--- config.mk ---
export PLATFORM = sky130hd
export DESIGN_NAME = binary_to_ascii_converter
export DESIGN_NICKNAME = d
export VERILOG_FILES = /design/src/rtl/ascii_conv_pkg.sv /design/src/rtl/bin_to_bcd_seq.sv /design/src/rtl/binary_to_ascii_converter.sv
export SDC_FILE = /design/constraint.sdc
export NUM_CORES = 1
export LEC_CHECK = 0
export BUFFER_PORTS_ARGS = -buffer_cell sky130_fd_sc_hd__buf_2
export CORE_AREA = 8 8 122 124
export DETAILED_ROUTE_END_ITERATION = 10
export DIE_AREA = 0 0 130 132
export HOLD_SLACK_MARGIN = 0.05
export SLEW_MARGIN = 0
export SYNTH_ARGS = -nofsm -noshare
export SYNTH_HDL_FRONTEND = slang
export SYNTH_SLANG_ARGS = --single-unit
--- constraint.sdc ---
create_clock -name clk -period 6 [get_ports clk]
set_clock_uncertainty 0.15 [all_clocks]
set_input_delay 0.3 -clock clk [delete_from_list [all_inputs] [get_ports clk]]
set_output_delay 0.3 -clock clk [all_outputs]
set_load 0.005 [all_outputs]
--- src/rtl/ascii_conv_pkg.sv ---
// Shared definitions for the binary <-> ASCII decimal converters.
//   state_t    : controller states used by the converter FSMs
//   ASCII_ZERO : code of the character '0'; a decimal digit d maps to ASCII_ZERO + d
package ascii_conv_pkg;

  typedef enum logic [1:0] {
    IDLE    = 2'd0,
    CONVERT = 2'd1,
    SEND    = 2'd2
  } state_t;

  localparam logic [7:0] ASCII_ZERO = 8'h30;

endpackage

--- src/rtl/bin_to_bcd_seq.sv ---
// Iterative double-dabble binary to packed-BCD converter, one bit per clock.
// Ports:
//   clk, rst_n : clock, synchronous active-low reset
//   start      : load bin_in, clear the BCD accumulator, arm BIN_WIDTH steps
//   bin_in     : unsigned binary value, sampled when start is high
//   done       : high during the cycle the final step is applied; bcd_out is
//                complete from the following cycle and held until the next start
//   bcd_out    : DIGITS_LENGTH packed BCD nibbles, least significant digit in [3:0]
module bin_to_bcd_seq #(
  parameter int BIN_WIDTH     = 32,
  parameter int DIGITS_LENGTH = 10
) (
  input  logic                       clk,
  input  logic                       rst_n,
  input  logic                       start,
  input  logic [BIN_WIDTH-1:0]       bin_in,
  output logic                       done,
  output logic [4*DIGITS_LENGTH-1:0] bcd_out
);

  localparam int BCD_W = 4 * DIGITS_LENGTH;
  localparam int CNT_W = $clog2(BIN_WIDTH + 1);

  logic [BIN_WIDTH-1:0] shift_reg;
  logic [BCD_W-1:0]     bcd_reg;
  logic [BCD_W-1:0]     bcd_adj;
  logic [CNT_W-1:0]     bit_cnt;

  // Pre-shift correction: any nibble >= 5 would exceed 9 after doubling.
  always_comb begin
    bcd_adj = bcd_reg;
    for (int i = 0; i < DIGITS_LENGTH; i++) begin
      if (bcd_reg[4*i +: 4] >= 4'd5) begin
        bcd_adj[4*i +: 4] = bcd_reg[4*i +: 4] + 4'd3;
      end
    end
  end

  always_ff @(posedge clk) begin
    if (!rst_n) begin
      shift_reg <= '0;
      bcd_reg   <= '0;
      bit_cnt   <= '0;
    end else if (start) begin
      shift_reg <= bin_in;
      bcd_reg   <= '0;
      bit_cnt   <= CNT_W'(BIN_WIDTH);
    end else if (bit_cnt != '0) begin
      bcd_reg   <= {bcd_adj[BCD_W-2:0], shift_reg[BIN_WIDTH-1]};
      shift_reg <= shift_reg << 1;
      bit_cnt   <= bit_cnt - CNT_W'(1);
    end
  end

  assign done    = (bit_cnt == CNT_W'(1));
  assign bcd_out = bcd_reg;

endmodule

--- src/rtl/binary_to_ascii_converter.sv ---
// Converts an unsigned binary word into a fixed-length stream of decimal ASCII
// characters, most significant digit first, leading zeros included, over a
// valid/ready handshake.
// Ports:
//   clk, rst_n      : clock, synchronous active-low reset
//   binary_data_in  : value to convert, captured when a start is accepted
//   start_in        : conversion request, accepted only while idle
//   busy_out        : high whenever a word is being converted or sent
//   ascii_char_out  : current character ('0'..'9'), 8'h00 when not valid
//   ascii_valid_out : character is valid
//   ascii_ready_in  : downstream takes the character this cycle
//   ascii_last_out  : current character is the last of the word
//
// state   | meaning
// IDLE    | waiting for start_in
// CONVERT | double-dabble running in bin_to_bcd_seq
// SEND    | presenting digit [digit_idx], counting down to digit 0
module binary_to_ascii_converter
  import ascii_conv_pkg::*;
#(
  parameter int BIN_WIDTH     = 32,
  parameter int DIGITS_LENGTH = 10
) (
  input  logic                 clk,
  input  logic                 rst_n,
  input  logic [BIN_WIDTH-1:0] binary_data_in,
  input  logic                 start_in,
  output logic                 busy_out,
  output logic [7:0]           ascii_char_out,
  output logic                 ascii_valid_out,
  input  logic                 ascii_ready_in,
  output logic                 ascii_last_out
);

  localparam int IDX_W = (DIGITS_LENGTH > 1) ? $clog2(DIGITS_LENGTH) : 1;

  state_t                          state, state_nxt;
  logic [IDX_W-1:0]                digit_idx, digit_idx_nxt;
  logic                            conv_start;
  logic                            conv_done;
  logic [4*DIGITS_LENGTH-1:0]      bcd;
  logic [DIGITS_LENGTH-1:0][3:0]   digits;

  assign digits = bcd;

  bin_to_bcd_seq #(
    .BIN_WIDTH    (BIN_WIDTH),
    .DIGITS_LENGTH(DIGITS_LENGTH)
  ) u_bcd (
    .clk    (clk),
    .rst_n  (rst_n),
    .start  (conv_start),
    .bin_in (binary_data_in),
    .done   (conv_done),
    .bcd_out(bcd)
  );

  always_ff @(posedge clk) begin
    if (!rst_n) begin
      state     <= IDLE;
      digit_idx <= '0;
    end else begin
      state     <= state_nxt;
      digit_idx <= digit_idx_nxt;
    end
  end

  always_comb begin
    state_nxt     = state;
    digit_idx_nxt = digit_idx;
    conv_start    = 1'b0;
    case (state)
      IDLE: begin
        if (start_in) begin
          conv_start = 1'b1;
          state_nxt  = CONVERT;
        end
      end
      CONVERT: begin
        if (conv_done) begin
          state_nxt     = SEND;
          digit_idx_nxt = IDX_W'(DIGITS_LENGTH - 1);
        end
      end
      SEND: begin
        if (ascii_ready_in) begin
          if (digit_idx == '0) begin
            state_nxt = IDLE;
          end else begin
            digit_idx_nxt = digit_idx - IDX_W'(1);
          end
        end
      end
      default: state_nxt = IDLE;
    endcase
  end

  // Character and last flag depend only on registered state, so they cannot
  // change while a character is stalled by ascii_ready_in.
  assign busy_out        = (state != IDLE);
  assign ascii_valid_out = (state == SEND);
  assign ascii_last_out  = ascii_valid_out && (digit_idx == '0);
  assign ascii_char_out  = ascii_valid_out ? (ASCII_ZERO + {4'h0, digits[digit_idx]}) : 8'h00;

endmodule

==> results.py, run 1 <==
metrics = {
    "status": {
        "outcome": "finished, final reports clean",
    },
    "clocking": {
        "cts_root_buffer": "clkbuf_16",
        "cts_resized": 0,
        "cts_buffers": 9,
        "ctsHtreeMaxLevel": 3,
        "cts_sinks": 84,
        "clockBufferDepth": 2,
        "post_cts_buffers": 0,
        "cts.reportedPaths.clkPinSlew_ns": 0.06,
        "insertion_delay_ns": 0.34,
        "holdBufCountCts": 0,
        "cts_tree": "yes",
    },
    "sta": {
        "fin_crit_ns": 2.65,
        "final-max-slew-violation-count": 0,
        "slew_headroom_pct": 16.7,
        "finalSetupViolations": 0,
        "timing.fmax_ghz": 0.378,
        "rsz0062_at_grt": "no",
        "finalSetupTns_ns": 0,
        "hold_slack_ns": 0.112,
        "finalCritPeriodShare_pct": 44.1,
        "hold_viol": 0,
        "tightest_slew_ns": 1.24,
    },
    "global_route": {
        "grt_pass1_vias": 3627,
        "grt-ovfl-total": 0,
        "antenna_found_initial": 0,
        "grt_usage_pct": 12.2,
        "grt_max_degree": 66,
        "grt_pass1_wl_um": 17300,
    },
    "worst_hold_path": {
        "hold_class": "in2reg",
    },
    "placed_design": {
        "port_buffers": 44,
        "dp_hpwl_um": 7050,
        "gp_congestion": 0.794,
    },
    "yosys": {
        "synth_seq_area_share_pct": 37.8,
        "synth_top_family_by_area": "compound AO/OA/AOI/OAI gates",
        "ys_warn_count": 0,
        "syn_area_um2": 4450,
        "synth-edff-count": 0,
        "syn_inst": 524,
        "synthAdderAreaFrac_pct": 7.03,
        "synth_cell_types": 40,
        "ys_seq_elements": 84,
        "synthSimpleGateAreaFrac_pct": 16.3,
        "synthFlopType": "dfxtp_1",
        "synth_area_per_cell_um2": 8.49,
        "synth_compound_area_share_pct": 21.8,
        "synth_xor_area_share_pct": 3.15,
        "synthArstFlopShare_pct": 0,
        "muxShareOfSynthArea_pct": 7.03,
    },
    "setup_path": {
        "slowest_stage": "dfxtp_1",
        "critical_path.startpoint_type": "flip-flop",
        "path_buf_inv": 1,
        "critical_path_class": "reg2out",
        "cp_data_arrival_time_ns": 2.20,
        "crit_fanout": 17,
        "cp_top_family": "flip-flops",
        "critPathRequiredTime_ns": 5.55,
        "path_cells": "mux4_2, a22oi_1, a21oi_1, buf_2",
        "crit_path_end_kind": "output pin",
        "max_stage_delay_ns": 0.81,
    },
    "final_layout": {
        "utilization_pct": 38.9,
        "diodes": 0,
        "largest_reg_flops": 40,
        "syn_to_final_growth_pct": 13.5,
        "drive_above_1_share_pct": 14.1,
        "fin_nets": 608,
    },
    "power_and_ir_drop": {
        "total_power_mw": 1.92,
        "max-vdd-ir-drop_mv": 0.367,
        "p_per_area_nw_per_um2": 381,
        "leakage_nw": 1.94,
    },
    "route": {
        "first_pass_iters": 4,
        "drt_iter0_drc": 284,
        "routed_wl_um": 10200,
        "routedWlPerCell_um": 14.1,
        "via_per_inst": 5.18,
        "drc": 0,
        "postRouteAntennaNets": 0,
        "routed-via-count": 3772,
    },
    "die": {
        "rows": 42,
        "fp.dieW_um": 130,
        "start_util_pct": 34.3,
        "boundaryPins": 47,
        "fp.dieH_um": 132,
        "core_um2": 13000,
        "die_area_um2": 17200,
    },
    "flow_run": {
        "drv_cap": 0,
    },
}
==> layout make-up <==
class / count / area [µm²]
fill: 1323 / 7930
multi-input combinational: 378 / 2470
sequential: 84 / 1680
clock buffer: 11 / 253
timing repair buffer: 47 / 243
tap: 176 / 220
inverter: 27 / 101
clock inverter: 5 / 82.6
==> where the power goes <==
part	total, mW	leakage (nW)	switching (mW)	internal [mW]
clock network	0.614	0.166	0.225	0.389
logic	0.587	1.09	0.401	0.186
registers	0.724	0.686	0.0799	0.644
==> cells by family (layout without fill, tap and decap cells) <==
kind of cell               after synthesis  in the layout
and+or+nand+nor                        155            155
other                                    1              2
muxes                                   21             21
DFF                                     84             84
buffers and inverters                   63             90
AOI/OAI and AO/OA                      159            159
xor gates and xnor gates                16             16
adders and majority gates               25             25
==> metrics by stage <==
stage               cell area [µm²]  instances  setup WS (ns)
floorplan                      4450        525           3.98
global placement               4710        711           3.26
detailed placement             4710        711           3.13
CTS                            5040        727           3.31
global route                   5050        728           3.17
finish                         5050        728           3.35
==> routing by layer <==
metal | vias up | share of wire, % | global-route usage (%)
met1 | 1787 | 50 | 16.3
met4 | 0 | 0.57 | 2.39
li1 | 1900 | - | -
met3 | 6 | 5.3 | 4.09
met5 | - | 0 | 0
met2 | 79 | 44 | 18.7
==> path summary, 6_finish.rpt <==
check / slack [ns] / depth (start not counted) / to / startpoint
setup / recovery: 3.35 / 4 / ascii_char_out[1] / digit_idx[0]$_SDFFE_PN0P_
hold / removal: 0.11 / 3 / u_bcd.shift_reg[3]$_SDFFE_PN0P_ / binary_data_in[3]
setup reg to reg: 3.46 / 5 / u_bcd.bcd_out[14]$_SDFFE_PP0P_ / u_bcd.bit_cnt[0]$_SDFFE_PP0P_
hold reg to reg: 0.32 / 2 / u_bcd.bcd_out[0]$_SDFFE_PP0P_ / u_bcd.shift_reg[31]$_SDFFE_PN0P_
==> placed cells by master (no fill, tap or decap), types with 2 or more instances in the layout <==
cell type and instances:
mux4_2 8, clkbuf_8 2, a22oi_1 3, xnor2_1 13
nor2b_1 2, nand2_1 77, inv_1 27, o31ai_1 7
nor2_1 23, nand4_1 2, buf_2 44, o21a_1 2
o21ai_0 49, a31oi_1 33, a22o_1 20, mux2_2 2
or3_1 6, buf_4 3, xor2_1 3, nand3_1 14
a21oi_1 34, conb_1 2, nor3_1 7, nor3b_1 4
ha_1 25, mux2i_1 11, dfxtp_1 84, o211ai_1 5
a211oi_1 6, bufinv_16 2, clkbuf_16 9, nand2b_1 11
==> worst reg2reg max path: cells and delay by family, from the launching register on <==
family	cells	cell delay, ns
flops	1	0.36
simple gates	2	1.36
buf+inv	1	0.10
fa+ha+maj	1	0.23
compound gates	1	0.28
==> cells in the mapped netlist, types with 2 or more instances <==
cell | count | area share, %
dfxtp_1 | 84 | 38
nand2_1 | 77 | 6.5
o21ai_0 | 49 | 5.5
a21oi_1 | 34 | 3.8
a31oi_1 | 33 | 4.6
inv_1 | 27 | 2.3
ha_1 | 25 | 7.0
nor2_1 | 23 | 1.9
a22o_1 | 20 | 3.9
clkbuf_1 | 17 | 1.4
nand3_1 | 14 | 1.6
xnor2_1 | 13 | 2.6
mux2i_1 | 11 | 2.5
nand2b_1 | 11 | 1.5
mux4_2 | 8 | 4.1
buf_2 | 7 | 0.79
nor3_1 | 7 | 0.79
o31ai_1 | 7 | 1.2
a211oi_1 | 6 | 1.0
or3_1 | 6 | 0.84
buf_4 | 5 | 0.84
buf_6 | 5 | 1.3
o211ai_1 | 5 | 0.84
nor3b_1 | 4 | 0.68
a22oi_1 | 3 | 0.51
xor2_1 | 3 | 0.59
buf_1 | 2 | 0.17
mux2_2 | 2 | 0.51
nand4_1 | 2 | 0.28
nor2b_1 | 2 | 0.28
o21a_1 | 2 | 0.34
or3b_1 | 2 | 0.39
Power figures use the tool's default switching activity.
==> inputs of run 2 (changes only) <==
==> constraint.sdc (replaced) <==
create_clock -name clk -period 2.6 [get_ports clk]
set_clock_uncertainty 0.15 [all_clocks]
set_input_delay 0.13 -clock clk [delete_from_list [all_inputs] [get_ports clk]]
set_output_delay 0.13 -clock clk [all_outputs]
set_load 0.005 [all_outputs]
==> results.py, run 2 (synthesis gave the netlist of run 1 again) <==
metrics = {
    "global_route": {
        "grt_pass1_vias": 3761,
        "gr-max-usage-layer": "met2",
        "grt_max_degree": 66,
        "grt-ovfl-total": 0,
        "grt_pass1_wl_um": 18400,
        "antenna_found_initial": 0,
        "met2_usage_pct": 20.0,
        "grt_use_met1_pct": 17.3,
        "grt_use_met3_pct": 3.96,
        "grt_usage_pct": 13.1,
    },
    "worst_hold_path": {
        "hold_class": "in2reg",
    },
    "clocking": {
        "cts_sinks": 84,
        "cts_root_buffer": "clkbuf_16",
        "ctsHtreeMaxLevel": 3,
        "cts_tree": "yes",
        "post_cts_buffers": 0,
        "cts.reportedPaths.clkPinSlew_ns": 0.06,
        "insertion_delay_ns": 0.34,
        "clockBufferDepth": 2,
        "cts_buffers": 9,
    },
    "die": {
        "fp.dieH_um": 132,
        "core_um2": 13000,
        "fp.dieW_um": 130,
        "rows": 42,
        "die_area_um2": 17200,
        "start_util_pct": 34.3,
        "boundaryPins": 47,
    },
    "final_layout": {
        "layout_commonest_cell": "dfxtp_1",
        "diodes": 0,
        "syn_to_final_growth_pct": 21.6,
        "utilization_pct": 41.7,
        "fin_nets": 646,
        "drive_above_1_share_pct": 14.2,
        "largest_reg_flops": 40,
        "mostFrequentLayoutCells": "83 x dfxtp_1, 77 x nand2_1, 49 x o21ai_0",
    },
    "setup_path": {
        "r2r_cells": 6,
        "critPathRequiredTime_ns": 2.32,
        "critical_path.startpoint_type": "flip-flop",
        "worstSetupEndpoint": "ascii_char_out[1]",
        "r2r_slack_ns": 0.50,
        "critical_path_class": "reg2out",
        "crit_path_end_kind": "output pin",
        "crit_start": "digit_idx[0]$_SDFFE_PN0P_",
        "crit_fanout": 17,
        "r2r-end": "u_bcd.bcd_out[29]$_SDFFE_PP0P_",
        "r2r-start": "u_bcd.bit_cnt[0]$_SDFFE_PP0P_",
        "cp_data_arrival_time_ns": 1.93,
    },
    "sta": {
        "rsz0062_at_grt": "no",
        "finalSetupTns_ns": 0,
        "finalSetupViolations": 0,
        "tightest_slew_ns": 0.628,
        "final-max-slew-violation-count": 0,
        "finalCritPeriodShare_pct": 85.1,
        "timing.fmax_ghz": 0.452,
        "hold_viol": 0,
        "fin_crit_ns": 2.21,
        "slew_headroom_pct": 58.0,
    },
    "flow_run": {
        "drv_cap": 0,
    },
    "power_and_ir_drop": {
        "max-vdd-ir-drop_mv": 0.475,
        "leakage_nw": 2.10,
        "p_per_area_nw_per_um2": 835,
    },
    "placed_design": {
        "gp_congestion": 0.786,
        "dp_hpwl_um": 7330,
        "port_buffers": 44,
    },
    "route": {
        "first_pass_iters": 4,
        "postRouteAntennaNets": 0,
        "drt_iter0_drc": 310,
        "drc": 0,
        "via_per_inst": 5.08,
        "routed_wl_um": 10700,
        "routed-via-count": 3894,
        "routedWlPerCell_um": 14.0,
    },
    "status": {
        "outcome": "finished, final reports clean",
    },
}
## run 2: how the worst min path moves through the flow
stage	start	endpoint	slack (ns)	depth (start not counted)
6_report	ascii_ready_in	state[1]$_SDFFE_PN0P_	0.06	4
3_5_place_dp	binary_data_in[11]	u_bcd.shift_reg[11]$_SDFFE_PN0P_	0.29	3
5_1_grt	ascii_ready_in	state[1]$_SDFFE_PN0P_	0.09	4
4_1_cts	ascii_ready_in	state[1]$_SDFFE_PN0P_	0.05	4
2_1_floorplan	start_in	state[0]$_SDFFE_PN0P_	0.18	2
3_3_place_gp	binary_data_in[25]	u_bcd.shift_reg[25]$_SDFFE_PN0P_	0.29	3
## run 2: cell type report
| cell class | count | area [µm²] |
|---|---|---|
| fillers | 1280 | 7570 |
| inverters | 27 | 101 |
| well taps | 176 | 220 |
| multi-input cells | 378 | 2470 |
| flip-flops and latches | 84 | 1680 |
| clock inverters | 7 | 98.8 |
| clock buffers | 9 | 225 |
| repair buffers | 85 | 611 |
## run 2: power by group
part / leakage, nW / switching, mW / total (mW) / internal [mW]
Combinational: 1.25 / 0.938 / 1.44 / 0.504
Clock: 0.162 / 0.554 / 1.40 / 0.850
Sequential: 0.686 / 0.184 / 1.67 / 1.49
## run 2: routing by layer
layer  wire, µm  vias up
met5          0        -
met4        135        0
met3        709       11
met2       4850       95
met1       5010     1815
li1           -     1973
## run 2: timing repair
| action | in CTS | in global routing |
|---|---|---|
| hold endpoints to repair | 33 | 0 |
| endpoints found under the setup margin | 0 | 3 |
| resized for setup | 0 | 1 |
| hold buffers | 33 | 0 |
## run 2: per-stage QoR
step	hold WS, ns	setup slack [ns]	instance area [µm²]	instances	total power, mW
final	0.0568	0.387	5410	766	4.52
after detailed placement	0.294	0.426	4750	717	3.10
after global placement	0.290	0.538	4750	717	3.08
after CTS	0.0502	0.123	5410	766	4.56
after floorplan	0.179	0.585	4450	525	2.87
after global routing	0.0884	0.260	5410	766	4.82
## run 2: worst max-delay path: stages, from the launching register on
cell,delay (ns)
dfxtp_2,0.57
mux4_2,0.56
a22oi_1,0.22
a21oi_1,0.11
buf_2,0.14
==> inputs of run 3 (changes only) <==
--- a/config.mk
+++ b/config.mk
@@ -5,11 +5,13 @@
 export SDC_FILE = /design/constraint.sdc
 export NUM_CORES = 1
 export LEC_CHECK = 0
+export ABC_AREA = 0
 export BUFFER_PORTS_ARGS = -buffer_cell sky130_fd_sc_hd__buf_2
 export CORE_AREA = 8 8 122 124
 export DETAILED_ROUTE_END_ITERATION = 10
 export DIE_AREA = 0 0 130 132
 export HOLD_SLACK_MARGIN = 0.05
+export SETUP_SLACK_MARGIN = 0.5
 export SLEW_MARGIN = 0
 export SYNTH_ARGS = -nofsm -noshare
 export SYNTH_HDL_FRONTEND = slang
==> results.py, run 3 (synthesis gave the netlist of run 1 again) <==
metrics = {
    "final_layout": {
        "largest_reg_flops": 40,
        "diodes": 0,
        "layout_commonest_cell": "dfxtp_1",
        "drive_above_1_share_pct": 15.0,
        "syn_to_final_growth_pct": 22.5,
        "register_area_um2": 1690,
        "fin_nets": 648,
        "fillerInstances": 1277,
        "multi_input_area_um2": 2480,
        "mostFrequentLayoutCells": "82 x dfxtp_1, 77 x nand2_1, 49 x o21ai_0",
        "finalNonFillerCells": 768,
    },
    "sta": {
        "finalSetupTns_ns": 0,
        "finalCritPeriodShare_pct": 78.9,
        "timing.fmax_ghz": 0.487,
        "fin_crit_ns": 2.05,
        "slew_headroom_pct": 64.0,
        "hold_viol": 0,
        "final-max-slew-violation-count": 0,
        "rsz0062_at_grt": "yes",
        "finalSetupViolations": 0,
        "tightest_slew_ns": 0.540,
    },
    "die": {
        "start_util_pct": 34.3,
        "boundaryPins": 47,
        "rows": 42,
        "fp.dieH_um": 132,
        "core_um2": 13000,
        "fp.dieW_um": 130,
        "die_area_um2": 17200,
    },
    "route": {
        "routed_wl_um": 10700,
        "via_per_inst": 5.04,
        "postRouteAntennaNets": 0,
        "first_pass_iters": 4,
        "routed-via-count": 3872,
        "drt_iter0_drc": 315,
        "routedWlPerCell_um": 13.9,
        "drc": 0,
    },
    "clocking": {
        "cts_tree": "yes",
        "cts_sinks": 84,
        "cts_root_buffer": "clkbuf_16",
        "cts.reportedPaths.clkPinSlew_ns": 0.06,
        "insertion_delay_ns": 0.34,
        "cts_buffers": 9,
        "ctsHtreeMaxLevel": 3,
        "clockBufferDepth": 2,
    },
    "setup_path": {
        "critPathRequiredTime_ns": 2.32,
        "cp_data_arrival_time_ns": 1.77,
        "crit_fanout": 12,
        "critical_path.startpoint_type": "flip-flop",
        "critical_path_class": "reg2out",
        "crit_path_end_kind": "output pin",
    },
    "placed_design": {
        "dp_hpwl_um": 7330,
        "dp_cells": 717,
        "port_buffers": 44,
        "gp_congestion": 0.786,
    },
    "global_route": {
        "antenna_found_initial": 0,
        "grt-ovfl-total": 0,
        "grt_pass1_wl_um": 18400,
        "grt_max_degree": 66,
        "grt_pass1_vias": 3765,
        "grt_usage_pct": 13.1,
    },
    "status": {
        "outcome": "finished, final reports clean",
    },
    "power_and_ir_drop": {
        "leakage_nw": 2.11,
        "p_per_area_nw_per_um2": 832,
        "max-vdd-ir-drop_mv": 0.483,
    },
    "flow_run": {
        "drv_cap": 0,
    },
    "worst_hold_path": {
        "hold_class": "in2reg",
    },
}
[run 3: final cells by class]
cell class	count	area share, %
timing repair buffer	87	11.6
sequential	84	31.0
inverter	27	1.86
multi-input combinational	378	45.5
clock buffer	9	4.13
tap	176	4.04
clock inverter	7	1.81
[run 3: per-stage QoR]
stage          total power, mW  worst slack [ns]  cell area [µm²]  utilization (%)  hold WS (ns)
2_1_floorplan             2.87             0.585             4450                -         0.179
3_3_place_gp              3.08             0.538             4750             36.6         0.290
3_5_place_dp              3.10             0.426             4750             36.6         0.294
4_1_cts                   4.56             0.499             5410             41.7        0.0502
5_1_grt                   4.84             0.453             5450             42.0        0.0885
6_report                  4.53             0.547             5450             42.0        0.0568
[run 3: routing by layer]
| metal | routed length (µm) | share of wire [%] | GRT usage [%] | vias up |
|---|---|---|---|---|
| met3 | 682 | 6.4 | 3.96 | 11 |
| met1 | 5020 | 47 | 17.4 | 1793 |
| li1 | - | - | - | 1977 |
| met5 | 0 | 0 | 0 | - |
| met4 | 135 | 1.3 | 3.49 | 0 |
| met2 | 4830 | 45 | 20.1 | 91 |
[run 3: what timing repair did]
action | CTS | global route
resized for setup | 3 | 6
hold buffers | 33 | 1
setup endpoints to repair | 8 | 40
buffers inserted | 0 | 1
pin swaps | 0 | 0
endpoints found under the hold margin | 33 | 2
[run 3: power breakdown]
| group | internal, mW | total, mW | switching, mW |
|---|---|---|---|
| registers | 1.49 | 1.67 | 0.181 |
| logic | 0.521 | 1.46 | 0.942 |
| clock network | 0.850 | 1.40 | 0.553 |
[run 3: worst paths after layout]
check        cells past startpoint  slack (ns)                              from                               end
max                              4        0.55         digit_idx[0]$_SDFFE_PN0P_                 ascii_char_out[1]
min                              4        0.06                    ascii_ready_in             state[1]$_SDFFE_PN0P_
max reg2reg                      5        0.68     u_bcd.bit_cnt[2]$_SDFFE_PP0P_     u_bcd.bcd_out[2]$_SDFFE_PP0P_
min reg2reg                      2        0.32  u_bcd.shift_reg[14]$_SDFFE_PN0P_  u_bcd.shift_reg[15]$_SDFFE_PN0P_
[run 3: critical path: stages (launching register included)]
cell     delay [ns]
dfxtp_4        0.45
mux4_2         0.52
a22oi_1        0.22
a21oi_1        0.10
buf_2          0.14
